[config.mk]
export PLATFORM = sky130hd
export DESIGN_NAME = mgmt_wb_router
export DESIGN_NICKNAME = d
export VERILOG_FILES = /design/src/rtl/mgmt_wb_router.sv
export SDC_FILE = /design/constraint.sdc
export NUM_CORES = 1
export LEC_CHECK = 0
export ABC_AREA = 0
export ABC_CLOCK_PERIOD_IN_PS = 2200
export CAP_MARGIN = 20
export CORE_MARGIN = 4
export CORE_UTILIZATION = 37
export CTS_CLUSTER_SIZE = 8
export DETAILED_ROUTE_END_ITERATION = 8
export GPL_ROUTABILITY_DRIVEN = 0
export HOLD_SLACK_MARGIN = 0.12
export PLACE_DENSITY = 0.77
export SETUP_SLACK_MARGIN = 0.1
export SYNTH_ARGS = -nofsm -noshare
export SYNTH_HDL_FRONTEND = slang
export SYNTH_SLANG_ARGS = --single-unit
[constraint.sdc]
create_clock -name core_clk -period 2.2 [get_ports core_clk]
set_clock_uncertainty 0.2 [all_clocks]
set_input_delay 0.33 -clock core_clk [delete_from_list [all_inputs] [get_ports core_clk]]
set_output_delay 0.33 -clock core_clk [all_outputs]
set_load 0.02 [all_outputs]
[src/rtl/mgmt_wb_router.sv]
// Wishbone router from the management core master bus to NSLV slaves,
// with base/mask decode, per-slave enables and a per-transfer watchdog.
module mgmt_wb_router #(
    parameter int unsigned NSLV = 2,
    parameter int unsigned AW = 32,
    parameter int unsigned DW = 32,
    parameter logic [NSLV*AW-1:0] SLV_BASE = {32'h3000_0000, 32'h2600_0000},
    parameter logic [NSLV*AW-1:0] SLV_MASK = {32'hF000_0000, 32'hFF00_0000},
    parameter int unsigned TIMEOUT = 255,
    parameter logic [DW-1:0] ERR_DATA = 32'hBADC_0DE0
) (
    input  logic               core_clk,
    input  logic               core_rstn,
    input  logic               m_cyc_i,
    input  logic               m_stb_i,
    input  logic               m_we_i,
    input  logic [DW/8-1:0]    m_sel_i,
    input  logic [AW-1:0]      m_adr_i,
    input  logic [DW-1:0]      m_dat_i,
    output logic               m_ack_o,
    output logic               m_err_o,
    output logic [DW-1:0]      m_dat_o,
    output logic [NSLV-1:0]    s_cyc_o,
    output logic [NSLV-1:0]    s_stb_o,
    output logic               s_we_o,
    output logic [DW/8-1:0]    s_sel_o,
    output logic [AW-1:0]      s_adr_o,
    output logic [DW-1:0]      s_dat_o,
    input  logic [NSLV-1:0]    s_ack_i,
    input  logic [NSLV*DW-1:0] s_dat_i,
    input  logic [NSLV-1:0]    slv_iena_i,
    output logic               tmo_flag_o,
    input  logic               tmo_clr_i
);

    localparam int unsigned IW = (NSLV > 1) ? $clog2(NSLV) : 1;
    localparam int unsigned CW = (TIMEOUT > 2) ? $clog2(TIMEOUT) : 1;
    localparam logic [CW-1:0] TMO_LAST = CW'(TIMEOUT - 1);

    typedef enum logic [1:0] {IDLE, ACTIVE, RESP} state_e;

    state_e            state_q;
    logic [IW-1:0]     sel_q;
    logic [CW-1:0]     cnt_q;
    logic [NSLV-1:0]   cyc_q;
    logic              we_q;
    logic [DW/8-1:0]   be_q;
    logic [AW-1:0]     adr_q;
    logic [DW-1:0]     wdat_q;
    logic              ack_q;
    logic              err_q;
    logic [DW-1:0]     rdat_q;
    logic              tmo_q;

    logic              hit_d;
    logic [IW-1:0]     hit_idx_d;
    logic              ack_sel;
    logic [DW-1:0]     dat_sel;

    // Scan downward so the lowest matching index is the one left standing.
    always_comb begin
        hit_d = 1'b0;
        hit_idx_d = '0;
        for (int i = NSLV - 1; i >= 0; i--) begin
            if (slv_iena_i[i] &&
                ((m_adr_i & SLV_MASK[i*AW +: AW]) == SLV_BASE[i*AW +: AW])) begin
                hit_d = 1'b1;
                hit_idx_d = IW'(i);
            end
        end
    end

    assign ack_sel = s_ack_i[sel_q];
    assign dat_sel = s_dat_i[sel_q*DW +: DW];

    always_ff @(posedge core_clk or negedge core_rstn) begin
        if (!core_rstn) begin
            state_q <= IDLE;
            sel_q   <= '0;
            cnt_q   <= '0;
            cyc_q   <= '0;
            we_q    <= 1'b0;
            be_q    <= '0;
            adr_q   <= '0;
            wdat_q  <= '0;
            ack_q   <= 1'b0;
            err_q   <= 1'b0;
            rdat_q  <= '0;
            tmo_q   <= 1'b0;
        end else begin
            ack_q <= 1'b0;
            err_q <= 1'b0;
            if (tmo_clr_i) begin
                tmo_q <= 1'b0;
            end
            unique case (state_q)
                IDLE: begin
                    if (m_cyc_i && m_stb_i) begin
                        we_q   <= m_we_i;
                        be_q   <= m_sel_i;
                        adr_q  <= m_adr_i;
                        wdat_q <= m_dat_i;
                        if (hit_d) begin
                            sel_q   <= hit_idx_d;
                            cyc_q   <= NSLV'(1) << hit_idx_d;
                            cnt_q   <= '0;
                            state_q <= ACTIVE;
                        end else begin
                            rdat_q  <= ERR_DATA;
                            ack_q   <= 1'b1;
                            err_q   <= 1'b1;
                            state_q <= RESP;
                        end
                    end
                end
                ACTIVE: begin
                    if (!m_cyc_i) begin
                        cyc_q   <= '0;
                        state_q <= IDLE;
                    end else if (ack_sel) begin
                        cyc_q   <= '0;
                        rdat_q  <= dat_sel;
                        ack_q   <= 1'b1;
                        state_q <= RESP;
                    end else if (cnt_q == TMO_LAST) begin
                        cyc_q   <= '0;
                        rdat_q  <= ERR_DATA;
                        ack_q   <= 1'b1;
                        err_q   <= 1'b1;
                        tmo_q   <= 1'b1;
                        state_q <= RESP;
                    end else begin
                        cnt_q <= cnt_q + 1'b1;
                    end
                end
                RESP: begin
                    state_q <= IDLE;
                end
                default: begin
                    state_q <= IDLE;
                end
            endcase
        end
    end

    assign m_ack_o    = ack_q;
    assign m_err_o    = err_q;
    assign m_dat_o    = rdat_q;
    assign s_cyc_o    = cyc_q;
    assign s_stb_o    = cyc_q;
    assign s_we_o     = we_q;
    assign s_sel_o    = be_q;
    assign s_adr_o    = adr_q;
    assign s_dat_o    = wdat_q;
    assign tmo_flag_o = tmo_q;

endmodule

==> summary.txt <==
Die
  • # IOs: 250
  • Initial core utilization: 38.3%
  • Die width: 126 um
  • Num rows: 42
  • Core area: 13,500 um2
  • Die footprint: 15,900 um2
  • Die Y: 126 um

Placement
  • Setup WS pre-CTS: -222 ps
  • HPWL Detailed: 11.0 mm
  • Port buffer count: 249
  • Post-Place Cells: 814

CTS
  • Clock Sinks: 117
  • CTS Buf Count: 17
  • Clock-pin slew of the registers on the worst-case setup and hold paths: 50 ps
  • H-tree level count: 4
  • Bufs on Longest Clock Path: 2
  • Worst skew pair latency: 410 ps
  • Clk root buf: clkbuf_16
  • CTS tree: yes

Status
  • Status: finished, final reports clean

STA
  • RSZ-0062 raised after global routing: no
  • Final Hold Fails: 0
  • Final setup viols: 0
  • Tmin final: 2000 ps
  • Max-slew violations: 0
  • Final WS setup: 197 ps
  • Slew HR: 57.7%
  • Max Freq: 499 MHz
  • Worst-Margin Slew: 634 ps
  • Final cycle utilization of the critical path: 91.1%

Power and ir drop
  • Net Sw Power: 0.00181 W
  • Sequential Power Share: 34.5%
  • Power Internal: 0.00554 W
  • Total design power: 0.00735 W
  • Switch share: 24.6%
  • Clock power share: 42.3%
  • Gate power share: 23.2%
  • VDD IR-drop max: 866 uV
  • Leakage power: 3.62 nW
  • Power Density: 838 nW/um2

Critical path
  • Critical path arrival: 1470 ps
  • Critical-path cell list: clkdlybuf4s50_1
  • CP bufs+invs: 1
  • Slowest CP cell: clkdlybuf4s50_1
  • Cell family with most CP delay: buffers and inverters
  • Worst setup EP type: primary output
  • Critical path peak fanout: 4
  • CP Class: flip-flop to primary output
  • Worst EP required: 1670 ps
  • Max incr delay on CP: 640 ps
  • Worst Setup Start Kind: flip-flop

Yosys
  • #FFs+latches synth: 117
  • Syn Inst Count: 380
  • Syn Std Cell Area: 5150 um2
  • Top-area cell type share of the netlist area: 56.8%
  • Mapped Avg Cell Area: 13.6 um2
  • Syn_nets: 524
  • Sequential fraction of the synthesis area: 56.8%
  • YS warnings: 0
  • Synth area leaders: dfrtp_1, mux2_2, mux2i_1, mux2_4, a211oi_1
  • Cell taking the most area after synthesis: dfrtp_1
  • EDFF count, synth: 0
  • Post-synthesis cell type count: 43
  • Synth Flop Type: dfrtp_1
  • FFs w/ async S/R, synth: 100%

Routing
  • Number of vias per cell: 4.88
  • Vias after detailed routing: 4,130
  • DR DRC count: 0
  • First-pass detailed-route iteration total: 4
  • WL/cell: 17.3 um
  • Final wirelength: 14.7 mm
  • Antenna Nets Post-Route: 0
  • 1st-iter DRT viols: 132

Final layout
  • Net count, final: 802
  • Filler cells: 1,042
  • Antenna Cells: 0
  • Final Core Density: 65.2%
  • Non-Filler Instances: 847
  • Area Growth Syn to Fin: 70.2%
  • Multi-input gate area: 2090 um2
  • Most common cell after layout, fill and taps aside: clkdlybuf4s50_1
  • Commonest non-fill, non-tap cells in the layout: clkdlybuf4s50_1, dfrtp_1, mux2_2, mux2i_1, buf_4
  • Layout cell share with drive strength beyond 1: 23.7%
  • Register area: 2930 um2

Global routing
  • Number of global-route vias before repair: 4,499
  • Grt total ovfl: 0
  • Initial antenna violation count: 0
  • Tot GR Track Use: 18.7%
  • Pin count of the biggest net entering global routing: 50
  • First-pass GRT wire length: 23.4 mm

Job
  • Number of max-cap violations: 0

Hold path
  • Worst hold path type: primary input to async pin
-- Yosys cell counts (2+ instances only) --
cell,instances
ha_1,2
buf_4,2
nor2b_1,2
mux2_2,73
clkbuf_1,11
mux2_4,12
and2_1,3
buf_6,4
a21oi_1,2
buf_2,6
nor2_1,22
and3_1,2
a21o_1,3
o21ai_0,11
a31oi_1,17
inv_1,3
nand2b_1,4
nand2_1,7
a211oi_1,16
dfrtp_1,117
nand3_1,5
o31ai_1,2
nand4_1,3
mux2i_1,32
-- path summary, 6_finish.rpt --
kind	from	cells past startpoint	to	slack, ps
setup / recovery	s_cyc_o[0]	1	s_cyc_o[0]	200
hold / removal	core_rstn	2	s_adr_o[10]	210
min in group core_clk	tmo_clr_i	2	tmo_flag_o	290
hold reg to reg	cnt_q[7]	1	cnt_q[7]	300
setup reg to reg	state_q[0]	6	m_dat_o[1]	230
max in group asynchronous	core_rstn	3	s_we_o	950
-- per-stage QoR --
| stage | hold slack [ps] | TNS [ps] | cell area [um2] |
|---|---|---|---|
| 3_5_place_dp | 110 | -8970 | 8080 |
| 4_1_cts | 205 | 0 | 8760 |
| 5_1_grt | 249 | 0 | 8770 |
| 6_report | 213 | 0 | 8770 |
| 3_3_place_gp | 107 | -7250 | 8080 |
| 2_1_floorplan | -166 | 0 | 5150 |
-- routing by layer --
layer,track usage (%),share of wire [%]
met1,19.8,36
met5,0,0
met4,7.82,2.0
met2,32.9,53
met3,7.54,8.4
-- power by group through the flow --
| stage | clock network (W) | registers, W | logic [W] |
|---|---|---|---|
| 6_report | 0.00311 | 0.00254 | 0.00171 |
| 5_1_grt | 0.00328 | 0.00257 | 0.00180 |
| 4_1_cts | 0.00317 | 0.00254 | 0.00173 |
| 3_5_place_dp | 0 | 0.00257 | 0.00171 |
| 3_3_place_gp | 0 | 0.00256 | 0.00169 |
| 2_1_floorplan | 0 | 0.00286 | 0.000462 |
-- area by class of cell --
type / count / share of cell area [%]
timing repair buffer: 283 / 32.5
multi-input combinational: 235 / 23.8
clock buffer: 23 / 5.33
tap: 176 / 2.51
inverter: 4 / 0.171
sequential: 117 / 33.4
clock inverter: 9 / 2.25
-- cell families (layout without fill, tap and decap cells) --
family | count (synthesis) | after routing | synth area share, %
compound gates | 59 | 59 | 8.21
fa+ha+maj | 2 | 2 | 0.485
buf+inv | 28 | 319 | 2.91
flops | 117 | 117 | 56.8
mux | 118 | 118 | 25.9
simple gates | 56 | 56 | 5.66
-- state kept, by name, indices dropped and copies added, names as in the netlist, 2 cells and up --
signal and flops:
s_dat_o 32, s_adr_o 32, s_sel_o 4, state_q 2, s_cyc_o 2, cnt_q 8, m_dat_o 32
-- repair_timing --
action | 4_1_cts | 5_1_grt
setup buffers | 0 | 0
gates resized for setup | 0 | 5
setup endpoints to repair | 0 | 32
hold buffers | 1 | 0
hold endpoints to repair | 117 | 0
Power figures use the tool's default switching activity.
